`src/rtl/mad_min_search.sv`:
```
// mad_min_search: two-stage minimum-MAD search over a window of MAD rows.
// Stage 1 reduces a row to its lowest-index minimum; stage 2 keeps the earliest strict minimum.
module mad_min_search #(
    parameter int SAD_W = 12,
    parameter int COLS  = 16,
    parameter int ROWS  = 16,
    parameter int MVX_W = 4,
    parameter int MVY_W = 4
) (
    input  logic                  clk,
    input  logic                  rst_n,
    input  logic                  row_valid,
    input  logic                  row_first,
    input  logic                  row_last,
    input  logic [SAD_W*COLS-1:0] row_mad,
    output logic                  res_valid,
    output logic [MVX_W-1:0]      mvx,
    output logic [MVY_W-1:0]      mvy,
    output logic [SAD_W-1:0]      min_mad,
    output logic                  busy
);
    typedef enum logic {IDLE, OPEN} state_t;
    state_t state_q, state_d;
    logic [MVY_W-1:0] cnt_q, cnt_d, idx;
    logic acc, close, take;
    logic s1_v_q, s1_v_d, s1_first_q, s1_first_d, s1_last_q, s1_last_d;
    logic [SAD_W-1:0] s1_min_q, s1_min_d, run_min_q, run_min_d, min_q, min_d;
    logic [MVX_W-1:0] s1_col_q, s1_col_d, run_x_q, run_x_d, mvx_q, mvx_d;
    logic [MVY_W-1:0] s1_row_q, s1_row_d, run_y_q, run_y_d, mvy_q, mvy_d;
    logic res_valid_q, res_valid_d;

    always_comb begin
        acc = row_valid && (row_first || state_q == OPEN);
        idx = row_first ? '0 : cnt_q;
        // the row at index ROWS-1 closes the window even without row_last
        close = row_last || idx == MVY_W'(ROWS - 1);
        state_d = acc ? (close ? IDLE : OPEN) : state_q;
        cnt_d = acc ? idx + MVY_W'(1) : cnt_q;
        s1_min_d = row_mad[SAD_W-1:0];
        s1_col_d = '0;
        for (int i = 1; i < COLS; i++) begin
            if (row_mad[i*SAD_W +: SAD_W] < s1_min_d) begin
                s1_min_d = row_mad[i*SAD_W +: SAD_W];
                s1_col_d = MVX_W'(i);
            end
        end
        s1_v_d = acc;
        s1_first_d = row_first;
        s1_last_d = close;
        s1_row_d = idx;
        take = s1_v_q && (s1_first_q || s1_min_q < run_min_q);
        run_min_d = take ? s1_min_q : run_min_q;
        run_x_d = take ? s1_col_q : run_x_q;
        run_y_d = take ? s1_row_q : run_y_q;
        res_valid_d = s1_v_q && s1_last_q;
        min_d = res_valid_d ? run_min_d : min_q;
        mvx_d = res_valid_d ? run_x_d : mvx_q;
        mvy_d = res_valid_d ? run_y_d : mvy_q;
    end

    always_ff @(posedge clk) begin
        if (!rst_n) begin
            state_q <= IDLE;
            cnt_q <= '0;
            s1_v_q <= 1'b0;
            s1_first_q <= 1'b0;
            s1_last_q <= 1'b0;
            s1_min_q <= '0;
            s1_col_q <= '0;
            s1_row_q <= '0;
            run_min_q <= '0;
            run_x_q <= '0;
            run_y_q <= '0;
            res_valid_q <= 1'b0;
            min_q <= '0;
            mvx_q <= '0;
            mvy_q <= '0;
        end else begin
            state_q <= state_d;
            cnt_q <= cnt_d;
            s1_v_q <= s1_v_d;
            s1_first_q <= s1_first_d;
            s1_last_q <= s1_last_d;
            s1_min_q <= s1_min_d;
            s1_col_q <= s1_col_d;
            s1_row_q <= s1_row_d;
            run_min_q <= run_min_d;
            run_x_q <= run_x_d;
            run_y_q <= run_y_d;
            res_valid_q <= res_valid_d;
            min_q <= min_d;
            mvx_q <= mvx_d;
            mvy_q <= mvy_d;
        end
    end

    assign res_valid = res_valid_q;
    assign mvx = mvx_q;
    assign mvy = mvy_q;
    assign min_mad = min_q;
    assign busy = state_q == OPEN;
endmodule

```
`config.mk`:
```
export PLATFORM = sky130hd
export DESIGN_NAME = mad_min_search
export DESIGN_NICKNAME = d
export VERILOG_FILES = /design/src/rtl/mad_min_search.sv
export SDC_FILE = /design/constraint.sdc
export NUM_CORES = 1
export LEC_CHECK = 0
export CAP_MARGIN = 10
export CORE_ASPECT_RATIO = 1.4
export CORE_UTILIZATION = 25
export DETAILED_ROUTE_END_ITERATION = 10
export PLACE_DENSITY_LB_ADDON = 0.08
export SLEW_MARGIN = 20
export SYNTH_ARGS = -nofsm -noshare
export SYNTH_HDL_FRONTEND = slang
export SYNTH_SLANG_ARGS = --single-unit
```
`constraint.sdc`:
```
create_clock -name clk -period 57 [get_ports clk]
set_clock_uncertainty 0.1 [all_clocks]
set_input_delay 14.25 -clock clk [delete_from_list [all_inputs] [get_ports clk]]
set_output_delay 14.25 -clock clk [all_outputs]
set_load 0.05 [all_outputs]
```
* Yosys cells after proc, flatten, opt, wreduce, memory -nomap -nowiden
Cells that the tools add are included.
** Storage, ports and cells
- Memories :: 0
- Register bits after elaboration :: 69
- Bits in read-only memories :: 0
- Bits in writable memories :: 0
- Latch bits :: 0
** Cells by class
- Magnitude comparators :: 16
- Multiplexer cells :: 35
- $mul :: 0
- Reductions and logical operators :: 6
- Equality and inequality tests :: 1
- Bitwise operators :: 0
- Shifts and indexed selects :: 0
- Add/subtract/negate cells :: 1
- Divide/modulo/power cells :: 0
** Operators by type and width (number)
- $lt A12 B12 Y1 :: 16
- $mux W12 :: 16
- $mux W4 :: 16
- $add A4 B1 Y4 const B :: 1
- $eq A4 B4 Y1 const B :: 1
- $logic_and A1 B1 Y1 :: 3
- $logic_or A1 B1 Y1 :: 3
- $mux W1 :: 2
- $mux W2 :: 1

* Logic depth before layout (Yosys ltp)
Gate-level depths: netlist of the first run.
- Depth after elaboration :: 30
- Gate-level depth with buffers :: 180
- Depth with buffers taken out :: 165

* Least setup slack after synthesis of the first run
No wires, ideal clock.
- Kind :: input port to flip-flop
- From :: input row_mad[11]
- To :: register s1_min_q[1]
- Setup slack :: 11.918 ns
- Buffers on the path :: 15
- Arrival :: 44.853 ns
- Stages :: 164
- Cell sequence :: inv_1 ha_1 nand4_1 a211oi_1 nand4_1 nand2_1 mux2i_1 ha_1 and4_1 and2_1 o2111ai_1 a2111oi_0 nor2_1 o21ai_0 clkbuf_1 nor2_1 a21oi_1 inv_1 [128 not listed] and2_1 or2_1 ha_1 a21oi_1 nor2b_1 o21ai_0 nand2b_1 a21oi_1 nor2b_1 o21ai_0 nand2b_1 a221oi_1 nand3b_1 o21ai_0 a21oi_2 nand2_1 buf_2 o32ai_1
** On the way
- Longest elaborated chain between the ends :: 30
** Ends and longest elaborated chain
- from (decl) :: line 15 : input logic [SAD_W*COLS-1:0] row_mad,
- $lt A12 B12 Y1 :: line 42 : if (row_mad[i*SAD_W +: SAD_W] < s1_min_d) begin
- $mux W12 (*) :: line 42
- $lt A12 B12 Y1 :: line 42
- $mux W12 (*) :: line 42
- $lt A12 B12 Y1 :: line 42
- $mux W12 (*) :: line 42
- $lt A12 B12 Y1 :: line 42
- $mux W12 (*) :: line 42
- [14 not listed]
- $lt A12 B12 Y1 :: line 42
- $mux W12 (*) :: line 42
- $lt A12 B12 Y1 :: line 42
- $mux W12 (*) :: line 42
- $lt A12 B12 Y1 :: line 42
- $mux W12 (*) :: line 42
- $lt A12 B12 Y1 :: line 42
- $mux W12 (*) :: line 42
- to (signal assigned) :: line 84 : s1_min_q <= s1_min_d;
- to (decl) :: line 27 : logic [SAD_W-1:0] s1_min_q, s1_min_d, run_min_q, run_min_d, min_q, min_d;
Mark *: on every way between the ends. The rest lies on a longest branch, timed or not.
A chain may end at the register's enable or synchronous reset.

* Final worst setup path of the first run
- From :: input row_mad[11]
- To :: register s1_min_q[7]
The elaborated chain is that of the path after synthesis.

==> summary.md, run 1 <==
| Metric | Value |
|---|---|
| Antenna diode count | `0` |
| Yosys warns | `0` |
| Most frequent cells after synthesis | `165 x ha_1, 145 x inv_1, 126 x nor2_1, 110 x a21oi_1, 97 x mux2i_1` |
| Yosys cell types | `87` |
| TritonCTS clock tree | `done` |
| Slew @ Worst Pin | `0.951 ns` |
| Vias in the first global route | `10100` |
| Final worst path period share | `90.5%` |
| Final min period | `51.57 ns` |
| Setup_tns | `0 ns` |
| Final wirelength | `34200 um` |
| Worst Path Max Fanout | `25` |
| Vias per cell | `4.91` |
| WS Path Type | `in -> reg` |
| Longest Clk Path Bufs | `2` |
| Worst Setup SP | `row_mad[11]` |
| Slew Viols, Final | `0` |
| HP Class | `reg -> reg` |
| Register area share after synthesis | `14.0%` |
| Worst setup path end | `s1_min_q[7]` |
| Layout cell share with drive strength beyond 1 | `5.29%` |
| CP most frequent cell | `a21oi_1` |
| Clk sink count | `69` |
| Clk slew on worst S/H paths | `0.06 ns` |
| Post CTS Setup Buffer Count | `0` |
| Htree depth | `3` |
| Slowest stage delay, CP | `0.82 ns` |
| Pwr/cell area | `61.1 nW/um^2` |
| Top Ports | `219` |
| Lkg Pwr | `5.85 nW` |
| GR Util All Layers | `16.8%` |
| Layout Nets | `1851` |
| Routed wire per std cell | `17.0 um` |
| Drt first pass iters | `5` |
| Row count | `85` |
| Dpl hpwl | `29700 um` |
| Area leader, netlist | `ha_1` |
| Antenna-violating nets left | `0` |
| Worst EP arrival | `51.67 ns` |
| Asr flop ratio synth | `0%` |
| Num CTS Buffers | `9` |
| Chip Width | `170 um` |
| Starting Density | `25.5%` |
| Crit path capture type | `register` |
| Relative slew slack | `36.6%` |
| CTS root buf | `clkbuf_16` |
| Most common cell in the netlist | `ha_1` |
| Cells after Synth | `1291` |
| Initial antenna violation count | `0` |
| Largest net degree at the start of global routing | `51` |
| Die Y | `237 um` |
| Multi-input gate area | `7760 um^2` |
| Final-report hold violation count | `0` |
| Residual DRC | `0` |
| Outcome | `finished, final reports clean` |
| Hold bufs inserted after CTS | `0` |
| RSZ-0062 raised after global routing | `false` |
| Maximum VDD drop | `22.3 uV` |
| Net count after synthesis | `1653` |
| Via count | `9903` |
| Register area | `1380 um^2` |
| Fillers | `4121` |
| Worst R2R End | `min_mad[4]` |
| Max-Cap Viols | `0` |
| Syn Area/Cell | `7.62 um^2` |
| Gpl congestion | `0.867` |
| FMAX | `0.0194 GHz` |
| Worst-Skew Late Latency | `0.33 ns` |
| Die area | `40200 um^2` |
| Ranking of synthesized cells by area | `ha_1 21%, dfxtp_1 14%, mux2i_1 9.9%, a21oi_1 5.6%, inv_1 5.5%` |
| Mapped Area | `9840 um^2` |
| Main synth FF type | `dfxtp_1` |
| DRT iter0 DRCs | `396` |
| Share of the synthesized area in the top cell type | `21.0%` |
| Core Area | `38600 um^2` |
| Synth-to-layout area growth | `31.2%` |
| Worst flop-to-flop path startpoint | `run_min_q[1]` |
| R2R Setup Slk | `53.55 ns` |
| CP Data Required Time | `57.10 ns` |
| PortBufs | `218` |
| Flops & latches, synth | `69` |
| Crit path max-delay cell type | `a2111oi_0` |
| Final core occ | `33.4%` |
| R2R depth | `20` |
| CTS resizes | `0` |
| Final setup vio count | `0` |
| Global route overflow | `0` |
| First-pass GRT wire length | `53100 um` |
| CP Launch Type | `input pin` |
| Post-synth EDFFs | `0` |
==> cell type report <==
class / count / share of cell area [%]
clock buffers: 12 / 2.06
clock inverters: 4 / 0.601
inverters: 146 / 4.24
multi-input cells: 1039 / 60.1
flip-flops and latches: 69 / 10.7
well taps: 522 / 5.06
repair buffers: 224 / 17.2
==> power by group <==
part | total (mW) | switching (mW) | internal (mW)
clock network | 0.0628 | 0.0207 | 0.0421
logic | 0.668 | 0.397 | 0.271
registers | 0.0584 | 0.00316 | 0.0552
total | 0.789 | 0.421 | 0.368
==> worst min path at each step <==
stage                 end  cells past startpoint  slack [ns]        start
6_report       run_y_q[3]                      2        0.39  s1_row_q[3]
5_1_grt        min_mad[6]                      2        0.41   min_mad[6]
4_1_cts        run_y_q[3]                      2        0.39  s1_row_q[3]
3_5_place_dp     cnt_q[3]                      1        0.38     cnt_q[3]
3_3_place_gp     cnt_q[3]                      1        0.37     cnt_q[3]
2_1_floorplan    cnt_q[3]                      1        0.34     cnt_q[3]
==> kinds of logic (layout without fill, tap and decap cells) <==
group	after synthesis	after routing	share of synthesized area, %
AOI/OAI and AO/OA	369	369	26.3
buffers and inverters	183	386	7.18
and+or+nand+nor	382	382	18.8
xor gates and xnor gates	6	6	0.534
adders and majority gates	167	167	21.2
muxes	115	115	12.0
DFF	69	69	14.0
==> flip-flops by register name, summed over array words and instances, names as in the netlist <==
signal and cells:
min_mad 12, run_min_q 12, s1_min_q 12, cnt_q 4
mvx 4, mvy 4, run_x_q 4, run_y_q 4
s1_col_q 4, s1_row_q 4, busy 1, res_valid 1
s1_first_q 1, s1_last_q 1, s1_v_q 1
==> layout by cell type, fill, tap and decap left out, types with 23 or more instances in the layout <==
master | netlist | routed
o21a_1 | 23 | 23
a21oi_1 | 110 | 110
dfxtp_1 | 69 | 69
nand3_1 | 25 | 25
ha_1 | 165 | 165
inv_1 | 145 | 145
nand2b_1 | 25 | 25
o21ai_0 | 66 | 64
nand2_1 | 80 | 80
mux2i_1 | 97 | 97
a211oi_1 | 30 | 30
clkdlybuf4s50_1 | 0 | 218
nor2_1 | 126 | 126
==> metal layers <==
metal | vias up | wire (um) | global-route usage [%]
met5 | - | 0 | 0
met4 | 0 | 499 | 3.52
met3 | 32 | 1220 | 1.79
met2 | 227 | 18500 | 33.4
met1 | 4547 | 14000 | 18.8
li1 | 5097 | - | -
==> through the flow <==
step | hold slack (ns) | worst slack (ns) | power (mW) | instances | instance area (um^2)
finish | 0.387 | 5.43 | 0.789 | 2016 | 12900
global route | 0.414 | 1.91 | 0.879 | 2016 | 12900
CTS | 0.391 | 5.53 | 0.797 | 2016 | 12900
detailed placement | 0.382 | 5.39 | 0.728 | 2000 | 12600
global placement | 0.368 | 5.78 | 0.729 | 2000 | 12600
floorplan | 0.344 | 11.92 | 0.565 | 1291 | 9840
==> worst max-delay path: cells and delay by family <==
kind            cells  cell delay, ns
fa+ha+maj          15            4.47
buf+inv            13            1.81
mux                10            3.29
simple gates       46            8.85
compound gates     70           18.92
Power figures use the tool's default switching activity.
==> run 2, diff against run 1 <==
- GPL_TIMING_DRIVEN: not set -> 0
==> run 2 against run 1 <==
Sequential power barely moved. Clock power rose by 4.5%. Cell count rose by 1.6%. Critical endpoint is now s1_min_q[8]. Count of clock-buffer cells in the layout fell by 3. Cell area rose by 0.96%. Register-to-register slack barely moved. Non-clock buffer count rose by 31. Flip-flop and latch count did not move. Sequential share of layout area fell by 0.10 points.
==> summary.md, run 2 (same netlist as run 1, synthesis figures left out) <==
| Metric | Value |
|---|---|
| Outcome | `finished, final reports clean` |
| Pwr/cell area | `61.7 nW/um^2 (+0.90%)` |
| Via count | `9960 (+0.58%)` |
| Residual DRC | `0 (unchanged)` |
| Vias in the first global route | `10200 (+1.1%)` |
| Layout Nets | `1882 (+1.7%)` |
| Clk slew on worst S/H paths | `0.06 ns (about the same)` |
| Gpl congestion | `0.864 (-0.39%)` |
| Layout cell share with drive strength beyond 1 | `5.31% (+0.024 points)` |
| PortBufs | `218 (unchanged)` |
| Slew Viols, Final | `0 (unchanged)` |
| Num CTS Buffers | `9 (unchanged)` |
| Commonest non-fill, non-tap cells in the layout | `218 x clkdlybuf4s50_1, 165 x ha_1, 145 x inv_1` |
| Htree depth | `3 (unchanged)` |
| Antenna-violating nets left | `0 (unchanged)` |
| Synth-to-layout area growth | `32.4%` |
| Post CTS Setup Buffer Count | `0 (unchanged)` |
| Relative slew slack | `33.3% (-3.3 points)` |
| HP Class | `reg -> reg` |
| Final-report hold violation count | `0 (unchanged)` |
| Maximum VDD drop | `22.6 uV (+1.3%)` |
| Top Ports | `219 (unchanged)` |
| CTS root buf | `clkbuf_16` |
| Worst EP arrival | `52.76 ns (+1.09 ns)` |
| Lkg Pwr | `5.90 nW (+0.83%)` |
| WS Path Type | `in -> reg` |
| Dpl hpwl | `30100 um (+1.5%)` |
| FMAX | `0.0190 GHz (-2.1%)` |
| Die area | `40200 um^2 (unchanged)` |
| Pre-CTS WS | `3.43 ns (-1.96 ns)` |
| Crit path max-delay cell type | `a2111oi_0` |
| Worst-Skew Late Latency | `0.33 ns (about the same)` |
| Largest net degree at the start of global routing | `15 (-71%)` |
| Slew @ Worst Pin | `0.975 ns (+0.0236 ns)` |
| Drt first pass iters | `5 (unchanged)` |
| Final wirelength | `34500 um (+0.75%)` |
| CP Data Required Time | `57.09 ns (about the same)` |
| Global route overflow | `0 (unchanged)` |
| GR Util All Layers | `17.2% (+0.36 points)` |
| Commonest non-fill, non-tap cell in the layout | `clkdlybuf4s50_1` |
| Hold bufs inserted after CTS | `0 (unchanged)` |
| Max-Cap Viols | `0 (unchanged)` |
| Fillers | `4146 (+0.61%)` |
| Starting Density | `25.5% (unchanged)` |
| TritonCTS clock tree | `done` |
| Core Area | `38600 um^2 (unchanged)` |
| Clk sink count | `69 (unchanged)` |
| Setup_tns | `0 ns (unchanged)` |
| Final setup vio count | `0 (unchanged)` |
| Die Y | `237 um (unchanged)` |
| Fin worst setup slack | `4.33 ns (-1.10 ns)` |
| RSZ-0062 raised after global routing | `false` |
| Bufs and invs on worst path | `26 (+13)` |
| CTS resizes | `0 (unchanged)` |
| Routed wire per std cell | `16.8 um (-0.83%)` |
| Crit path capture type | `register` |
| Vias per cell | `4.86 (-1.0%)` |
| Slowest stage delay, CP | `0.88 ns (+0.06 ns)` |
| Worst path top cell family by delay | `compound AO/OA/AOI/OAI gates` |
| DRT iter0 DRCs | `387 (-2.3%)` |
| Row count | `85 (unchanged)` |
| CP Launch Type | `input pin` |
| Chip Width | `170 um (unchanged)` |
| First-pass GRT wire length | `54300 um (+2.2%)` |
| Longest Clk Path Bufs | `2 (unchanged)` |
| Worst Path Max Fanout | `10 (-60%)` |
| Final min period | `52.67 ns (+1.10 ns)` |
| CP most frequent cell | `a21oi_1` |
| Initial antenna violation count | `2 (+2)` |
| Final worst path period share | `92.4% (+1.9 points)` |
## run 2: cell types whose count changed in the layout (fill, tap and decap cells not counted), moves of 2 or more
cell      before  now
clkbuf_8       3    0
o21ai_0       64   66
buf_1          0    5
clkbuf_1       0   23
inv_8          0    2
buf_4          6    1
buf_2          0    7
## run 2: cell type report
type | count | area [um^2] | share of cell area (%)
clock buffer | 9 | 225 | 1.73
inverter | 146 | 548 | 4.20
clock inverter | 7 | 130 | 0.998
antenna | 1 | 2.50 | 0.0192
sequential | 69 | 1380 | 10.6
timing repair buffer | 218 | 2180 | 16.7
multi-input combinational | 1039 | 7750 | 59.5
tap | 522 | 653 | 5.01
buffer | 37 | 159 | 1.22
## run 2: stage by stage
step | hold slack [ns] | power, mW | instance area (um^2) | instances | util (%)
after floorplan | 0.344 | 0.565 | 9840 | 1291 | -
after global placement | 0.369 | 0.743 | 12700 | 2031 | 32.8
after CTS | 0.388 | 0.817 | 13000 | 2047 | 33.8
after global routing | 0.417 | 0.902 | 13000 | 2048 | 33.8
after detailed placement | 0.375 | 0.746 | 12700 | 2031 | 32.8
final | 0.382 | 0.804 | 13000 | 2048 | 33.8
## run 2: worst paths after layout
check                                  start          end  slack, ns  depth (start not counted)
worst max-delay path             row_mad[11]  s1_min_q[8]       4.33                        166
worst max register to register  run_min_q[1]       mvy[0]      53.55                         20
worst min-delay path                cnt_q[3]     cnt_q[3]       0.38                          1
worst min register to register      cnt_q[3]     cnt_q[3]       0.38                          1
## run 2: routing by layer
| metal | global-route usage (%) | up-vias | share of wire [%] |
|---|---|---|---|
| met1 | 19.4 | 4590 | 41 |
| met5 | 0 | - | 0.049 |
| met2 | 34.3 | 194 | 55 |
| li1 | - | 5146 | - |
| met4 | 3.41 | 2 | 1.3 |
| met3 | 1.44 | 28 | 2.8 |
## run 2: report_power, final
| group | internal [mW] | switching, mW |
|---|---|---|
| Combinational | 0.279 | 0.401 |
| Clock | 0.0435 | 0.0221 |
| Sequential | 0.0552 | 0.00291 |
